`src/rtl/alarm_set_ctrl_if.sv`:
```
// ============================================================================
// Module      : alarm_set_ctrl_if
// Description : Keypad-side inputs and alarm-register-side outputs of the
//               alarm entry controller, bundled with master/slave views.
// Revision    : 1.0 - initial release
// ============================================================================
`default_nettype none

interface alarm_set_ctrl_if;
    logic       one_second;
    logic       alarm_button;
    logic       cancel;
    logic [3:0] key;
    logic       key_valid;
    logic [3:0] new_alarm_ms_hr;
    logic [3:0] new_alarm_ls_hr;
    logic [3:0] new_alarm_ms_min;
    logic [3:0] new_alarm_ls_min;
    logic       load_new_alarm;
    logic       entry_active;
    logic [1:0] digit_pos;
    logic       key_error;
    logic       timeout;

    modport master (
        output one_second, alarm_button, cancel, key, key_valid,
        input  new_alarm_ms_hr, new_alarm_ls_hr, new_alarm_ms_min, new_alarm_ls_min,
        input  load_new_alarm, entry_active, digit_pos, key_error, timeout
    );

    modport slave (
        input  one_second, alarm_button, cancel, key, key_valid,
        output new_alarm_ms_hr, new_alarm_ls_hr, new_alarm_ms_min, new_alarm_ls_min,
        output load_new_alarm, entry_active, digit_pos, key_error, timeout
    );
endinterface

`default_nettype wire

```
`src/rtl/alarm_set_ctrl.sv`:
```
// ============================================================================
// Module      : alarm_set_ctrl
// Description : Collects and validates four BCD alarm digits (HH:MM, 24 h),
//               then strobes them into the alarm register.
// Revision    : 1.0 - initial release
// ============================================================================
`default_nettype none

module alarm_set_ctrl #(
    parameter int TIMEOUT_SEC = 10
) (
    input  wire logic        clock,
    input  wire logic        reset,
    alarm_set_ctrl_if.slave  bus
);
    localparam logic [3:0] C_TIMEOUT = 4'(TIMEOUT_SEC);

    typedef enum logic [2:0] {
        S_IDLE   = 3'd0,
        S_D0     = 3'd1,
        S_D1     = 3'd2,
        S_D2     = 3'd3,
        S_D3     = 3'd4,
        S_COMMIT = 3'd5
    } state_t;

    state_t          r_state, w_state_nxt, w_state_adv;
    logic [3:0][3:0] r_buf, w_buf_nxt;
    logic [3:0]      r_cnt, w_cnt_nxt, w_cnt_inc, w_limit;
    logic [1:0]      w_idx, w_pos_nxt;
    logic            w_key_err, w_timeout;
    logic            r_load, r_active, r_key_err, r_timeout;
    logic [1:0]      r_pos;

    assign w_cnt_inc = r_cnt + 4'd1;

    // Per-state digit slot, upper limit of the accepted key and successor state
    always_comb begin
        w_idx       = 2'd0;
        w_limit     = 4'd9;
        w_state_adv = S_IDLE;
        case (r_state)
            S_D0: begin w_idx = 2'd0; w_limit = 4'd2; w_state_adv = S_D1; end
            S_D1: begin
                w_idx       = 2'd1;
                w_limit     = (r_buf[0] == 4'd2) ? 4'd3 : 4'd9;
                w_state_adv = S_D2;
            end
            S_D2: begin w_idx = 2'd2; w_limit = 4'd5; w_state_adv = S_D3; end
            S_D3: begin w_idx = 2'd3; w_limit = 4'd9; w_state_adv = S_COMMIT; end
            default: ;
        endcase
    end

    always_comb begin
        w_state_nxt = r_state;
        w_buf_nxt   = r_buf;
        w_cnt_nxt   = r_cnt;
        w_key_err   = 1'b0;
        w_timeout   = 1'b0;
        case (r_state)
            S_IDLE: begin
                if (bus.alarm_button) begin
                    w_state_nxt = S_D0;
                    w_buf_nxt   = '0;
                    w_cnt_nxt   = '0;
                end
            end
            S_COMMIT: w_state_nxt = S_IDLE;
            default: begin
                if (bus.cancel) begin
                    w_state_nxt = S_IDLE;
                end else if (bus.alarm_button) begin
                    w_state_nxt = S_D0;
                    w_buf_nxt   = '0;
                    w_cnt_nxt   = '0;
                end else if (bus.key_valid) begin
                    w_cnt_nxt = '0;
                    // Limits never exceed 9, so non-BCD codes always fall out here
                    if (bus.key <= w_limit) begin
                        w_buf_nxt[w_idx] = bus.key;
                        w_state_nxt      = w_state_adv;
                    end else begin
                        w_key_err = 1'b1;
                    end
                end else if (bus.one_second) begin
                    w_cnt_nxt = w_cnt_inc;
                    if (w_cnt_inc == C_TIMEOUT) begin
                        w_state_nxt = S_IDLE;
                        w_timeout   = 1'b1;
                    end
                end
            end
        endcase
    end

    always_comb begin
        w_pos_nxt = 2'd0;
        case (w_state_nxt)
            S_D1:    w_pos_nxt = 2'd1;
            S_D2:    w_pos_nxt = 2'd2;
            S_D3:    w_pos_nxt = 2'd3;
            default: w_pos_nxt = 2'd0;
        endcase
    end

    always_ff @(posedge clock or negedge reset) begin
        if (!reset) begin
            r_state   <= S_IDLE;
            r_buf     <= '0;
            r_cnt     <= '0;
            r_load    <= 1'b0;
            r_active  <= 1'b0;
            r_pos     <= 2'd0;
            r_key_err <= 1'b0;
            r_timeout <= 1'b0;
        end else begin
            r_state   <= w_state_nxt;
            r_buf     <= w_buf_nxt;
            r_cnt     <= w_cnt_nxt;
            r_load    <= (w_state_nxt == S_COMMIT);
            r_active  <= (w_state_nxt != S_IDLE);
            r_pos     <= w_pos_nxt;
            r_key_err <= w_key_err;
            r_timeout <= w_timeout;
        end
    end

    assign bus.new_alarm_ms_hr  = r_buf[0];
    assign bus.new_alarm_ls_hr  = r_buf[1];
    assign bus.new_alarm_ms_min = r_buf[2];
    assign bus.new_alarm_ls_min = r_buf[3];
    assign bus.load_new_alarm   = r_load;
    assign bus.entry_active     = r_active;
    assign bus.digit_pos        = r_pos;
    assign bus.key_error        = r_key_err;
    assign bus.timeout          = r_timeout;

endmodule

`default_nettype wire

```
`src/flat_wrapper.sv`:
```
// flat-port wrapper written by rule: the top's interface ports become plain ports
module alarm_set_ctrl_flat 
#(
    parameter int TIMEOUT_SEC = 10
)
  (clock, reset, bus_one_second, bus_alarm_button, bus_cancel, bus_key, bus_key_valid, bus_new_alarm_ms_hr, bus_new_alarm_ls_hr, bus_new_alarm_ms_min, bus_new_alarm_ls_min, bus_load_new_alarm, bus_entry_active, bus_digit_pos, bus_key_error, bus_timeout);
  alarm_set_ctrl_if bus_i ();
  input  wire logic clock;
  input  wire logic reset;
  input wire logic [$bits(bus_i.one_second)-1:0] bus_one_second;
  input wire logic [$bits(bus_i.alarm_button)-1:0] bus_alarm_button;
  input wire logic [$bits(bus_i.cancel)-1:0] bus_cancel;
  input wire logic [$bits(bus_i.key)-1:0] bus_key;
  input wire logic [$bits(bus_i.key_valid)-1:0] bus_key_valid;
  output wire logic [$bits(bus_i.new_alarm_ms_hr)-1:0] bus_new_alarm_ms_hr;
  output wire logic [$bits(bus_i.new_alarm_ls_hr)-1:0] bus_new_alarm_ls_hr;
  output wire logic [$bits(bus_i.new_alarm_ms_min)-1:0] bus_new_alarm_ms_min;
  output wire logic [$bits(bus_i.new_alarm_ls_min)-1:0] bus_new_alarm_ls_min;
  output wire logic [$bits(bus_i.load_new_alarm)-1:0] bus_load_new_alarm;
  output wire logic [$bits(bus_i.entry_active)-1:0] bus_entry_active;
  output wire logic [$bits(bus_i.digit_pos)-1:0] bus_digit_pos;
  output wire logic [$bits(bus_i.key_error)-1:0] bus_key_error;
  output wire logic [$bits(bus_i.timeout)-1:0] bus_timeout;
  assign bus_i.one_second = bus_one_second;
  assign bus_i.alarm_button = bus_alarm_button;
  assign bus_i.cancel = bus_cancel;
  assign bus_i.key = bus_key;
  assign bus_i.key_valid = bus_key_valid;
  assign bus_new_alarm_ms_hr = bus_i.new_alarm_ms_hr;
  assign bus_new_alarm_ls_hr = bus_i.new_alarm_ls_hr;
  assign bus_new_alarm_ms_min = bus_i.new_alarm_ms_min;
  assign bus_new_alarm_ls_min = bus_i.new_alarm_ls_min;
  assign bus_load_new_alarm = bus_i.load_new_alarm;
  assign bus_entry_active = bus_i.entry_active;
  assign bus_digit_pos = bus_i.digit_pos;
  assign bus_key_error = bus_i.key_error;
  assign bus_timeout = bus_i.timeout;
  alarm_set_ctrl #(.TIMEOUT_SEC(TIMEOUT_SEC)) u_core (.clock(clock), .reset(reset), .bus(bus_i));
endmodule
```
`config.mk`:
```
export PLATFORM = sky130hd
export DESIGN_NAME = alarm_set_ctrl_flat
export DESIGN_NICKNAME = d
export VERILOG_FILES = /design/src/rtl/alarm_set_ctrl_if.sv /design/src/rtl/alarm_set_ctrl.sv /design/src/flat_wrapper.sv
export SDC_FILE = /design/constraint.sdc
export NUM_CORES = 1
export LEC_CHECK = 0
export BUFFER_PORTS_ARGS = -buffer_cell sky130_fd_sc_hd__buf_2
export CAP_MARGIN = 25
export CELL_PAD_IN_SITES_DETAIL_PLACEMENT = 0
export CELL_PAD_IN_SITES_GLOBAL_PLACEMENT = 1
export CORE_AREA = 2 2 64 66
export CTS_CLUSTER_DIAMETER = 120
export CTS_CLUSTER_SIZE = 16
export DETAILED_ROUTE_END_ITERATION = 6
export DIE_AREA = 0 0 66 68
export MAX_ROUTING_LAYER = met4
export PLACE_DENSITY_LB_ADDON = 0.08
export SLEW_MARGIN = 20
export SYNTH_ARGS = -nofsm -noshare
export SYNTH_HDL_FRONTEND = slang
export SYNTH_SLANG_ARGS = --single-unit
```
`constraint.sdc`:
```
create_clock -name clock -period 4.7 [get_ports clock]
set_input_delay 0.94 -clock clock [delete_from_list [all_inputs] [get_ports clock]]
set_output_delay 0.94 -clock clock [all_outputs]
set_load 0.03 [all_outputs]
```
==> flow_metrics.env <==
export IMPL_wl_per_cell_um=15.0
export IMPL_post_dp_cell_area_sq_um=1810
export IMPL_die_y_um=68
export IMPL_setup_tns_ns=0
export IMPL_path_buf_inv=0
export IMPL_use_met3_pct=6.58
export IMPL_clk_pin_slew_worst_paths_ns=0.06
export IMPL_finalWeightedCongestion=0.779
export IMPL_path_depth=10
export IMPL_synth_top_area_cell="dfrtp_1"
export IMPL_portBuffers=31
export IMPL_comb_power_share_pct=21.5
export IMPL_busiest_layer="met2"
export IMPL_outcome="finished, final reports clean"
export IMPL_synth_distinct_cells=47
export IMPL_gr_total_overflow=0
export IMPL_use_met2_pct=32.2
export IMPL_synth_edff_count=0
export IMPL_cts_root_buf="clkbuf_8"
export IMPL_endpoint_kind="flop"
export IMPL_yosys_warnings=0
export IMPL_cts_htree_levels=2
export IMPL_post_synth_most_frequent_cells="dfrtp_1, nand2_1, o21ai_0, nor2_1"
export IMPL_regToRegEndpoint="u_core.bus.new_alarm_ms_hr[2]"
export IMPL_cts_buffers=5
export IMPL_worstReg2RegStart="u_core.r_state[0]"
export IMPL_first_pass_iters=4
export IMPL_initial_core_util_pct=42.4
export IMPL_slowest_delay_ns=0.57
export IMPL_antenna_cells=0
export IMPL_worstSetupEndpoint="u_core.bus.new_alarm_ms_hr[2]"
export IMPL_critPathMaxFanout=14
export IMPL_syn_mean_instance_area_sq_um=9.96
export IMPL_startpoint_type="flop"
export IMPL_yosysMostFrequentCell="dfrtp_1"
export IMPL_synth_area_leaders="dfrtp_1, ha_1, a22o_1, o21ai_0, a22oi_1"
export IMPL_grt_max_degree=30
export IMPL_vias=1345
export IMPL_core_sq_um=3860
export IMPL_p_clk_share_pct=32.8
export IMPL_ff2ff_setup_slack_ns=1.65
export IMPL_dp_cells=237
export IMPL_layout_cells_non_filler=245
export IMPL_die_x_um=66
export IMPL_routed_wl_mm=3.68
export IMPL_tritoncts="done"
export IMPL_cts_setup_buffers=0
export IMPL_max_slew_worst_pin_slew_ns=0.657
export IMPL_pin_count=32
export IMPL_power_leakage_nw=0.933
export IMPL_p_sw_mw=0.186
export IMPL_crit_required_ns=4.91
export IMPL_cts_resized=0
export IMPL_route_detailed_drc=0
export IMPL_num_rows=23
export IMPL_antenna_found_initial=0
export IMPL_synth_seq_cells=29
export IMPL_internal_power_mw=0.410
export IMPL_fin_worst_skew_ns=0.00644
export IMPL_grt_pass1_wl_mm=6.13
export IMPL_async_flop_share_pct=100
export IMPL_reg2reg_depth=10
export IMPL_drtIter0Drc=102
export IMPL_ctsHoldBuffers=0
export IMPL_grt_util_all_layers_pct=19.0
export IMPL_area_growth_pct=15.9
export IMPL_worst_path_most_repeated_cell="nor2b_1"
export IMPL_utilization_pct=49.1
export IMPL_finalSetupViolCount=0
export IMPL_final_area_sq_um=1890
export IMPL_dieArea_sq_um=4490
export IMPL_final_hold_violation_count=0
export IMPL_syn_area_sq_um=1630
export IMPL_worstPathCellList="nor2b_1, a21o_1, nand2_1, ha_1, nor2b_1, o211a_1, o21ai_4, o221ai_2, nor3_1, a22o_1"
export IMPL_yosysTopAreaCellShare_pct=44.4
export IMPL_pwr_share_seq_pct=45.8
export IMPL_met1_usage_pct=21.4
export IMPL_drive_gt1_share_pct=24.6
export IMPL_critPathTopFamily="compound AO/OA/AOI/OAI gates"
export IMPL_postRouteAntennaNets=0
export IMPL_max_cap_violations=0
export IMPL_grt_pass1_vias=1332
export IMPL_clk_path_buf_depth=2
export IMPL_vias_per_cell=5.49
export IMPL_max_freq_mhz=328
export IMPL_clock_latency_ns=0.28
export IMPL_timing_final_crit_share_pct=64.8
export IMPL_synth_seq_area_share_pct=44.4
export IMPL_max_vdd_ir_drop_v=0.000153
export IMPL_dp_hpwl_mm=2.71
export IMPL_powerDensity_nw_per_um2=315
export IMPL_synthFlopType="dfrtp_1"
export IMPL_fin_nets=210
export IMPL_cp_data_arrival_time_ns=3.26
export IMPL_worst_path_max_delay_cell="dfrtp_1"
export IMPL_synth_nets=180
export IMPL_syn_inst=164
export IMPL_drv_slew=0
export IMPL_hold_path_class="reg2reg"
export IMPL_worstSetupPathType="reg2reg"
export IMPL_cts_sinks=29
export IMPL_switching_share_pct=31.3
export IMPL_rsz0062_at_grt="no"
export IMPL_fin_crit_ns=3.05
export IMPL_worstSetupStartpoint="u_core.r_state[0]"
export IMPL_slew_headroom_pct=55.8
## worst register-to-register path: cells and delay by family, from the launching register on
kind / cells / cell delay (ns)
AOI/OAI and AO/OA: 5 / 1.13
adders and majority gates: 1 / 0.28
DFF: 1 / 0.57
and+or+nand+nor: 4 / 1.01
## how the worst min path moves through the flow
stage                                         from                              to  slack, ns  depth (start not counted)
CTS                 u_core.bus.new_alarm_ms_min[2]  u_core.bus.new_alarm_ms_min[2]       0.50                          1
global placement    u_core.bus.new_alarm_ms_min[3]  u_core.bus.new_alarm_ms_min[3]       0.48                          1
detailed placement  u_core.bus.new_alarm_ms_min[2]  u_core.bus.new_alarm_ms_min[2]       0.49                          1
global route        u_core.bus.new_alarm_ms_min[1]  u_core.bus.new_alarm_ms_min[1]       0.52                          1
floorplan                          u_core.r_cnt[2]                 u_core.r_cnt[2]       0.49                          1
finish              u_core.bus.new_alarm_ms_min[2]  u_core.bus.new_alarm_ms_min[2]       0.50                          1
## registers in the layout (all words and copies together), names as in the netlist
signal / cells
u_core.bus.new_alarm_ls_min: 4
u_core.bus.timeout: 1
u_core.r_state: 3
u_core.bus.new_alarm_ls_hr: 4
u_core.bus.key_error: 1
u_core.bus.entry_active: 1
u_core.bus.new_alarm_ms_min: 4
u_core.bus.load_new_alarm: 1
u_core.bus.new_alarm_ms_hr: 4
u_core.r_cnt: 4
u_core.bus.digit_pos: 2
## stage by stage
stage | hold WS [ns] | total power [mW] | setup WS [ns]
after floorplan | 0.493 | 0.371 | 1.94
after global placement | 0.480 | 0.404 | 1.72
after detailed placement | 0.487 | 0.407 | 1.64
after CTS | 0.500 | 0.603 | 1.69
after global routing | 0.519 | 0.632 | 1.37
final | 0.497 | 0.596 | 1.65
## kinds of logic after synthesis
group	Yosys count	share of synthesized area, %
flip-flops	29	44.4
AND/OR/NAND/NOR	49	15.7
multiplexers	4	2.53
adder cells (fa/ha/maj)	6	4.59
buffers and inverters	16	4.14
AO/OA/AOI/OAI	55	25.5
XOR/XNOR	5	3.14
## area by class of cell
type                       count  area (sq um)
multi-input combinational    119           841
clock buffer                   8          80.1
fill                         390          1960
tap                           50          62.6
sequential                    29           726
timing repair buffer          31           155
inverter                       8          30.0
## cell usage in the layout (no fill, tap or decap), types with 3 or more instances in the layout
master / Yosys / layout
clkbuf_8: 0 / 5
a21oi_1: 7 / 7
o21ai_0: 14 / 14
mux2i_1: 3 / 3
a22oi_1: 8 / 8
buf_2: 6 / 31
xnor2_1: 3 / 3
o21a_1: 3 / 3
dfrtp_1: 29 / 29
inv_1: 8 / 8
nand2_1: 16 / 16
nor2_1: 12 / 12
ha_1: 6 / 6
a22o_1: 8 / 8
clkbuf_1: 2 / 3
## per-layer routing
metal,vias to the layer above,wire [um]
li1,649,-
met1,655,1590
met2,35,1830
met3,6,208
met4,0,56
met5,-,0
## power groups by stage
stage / logic, mW / registers (mW) / clock network (mW)
after CTS: 0.130 / 0.272 / 0.201
after floorplan: 0.0828 / 0.288 / 0
final: 0.128 / 0.273 / 0.195
after global routing: 0.144 / 0.274 / 0.214
after detailed placement: 0.130 / 0.277 / 0
after global placement: 0.128 / 0.276 / 0
Power figures use the tool's default switching activity.
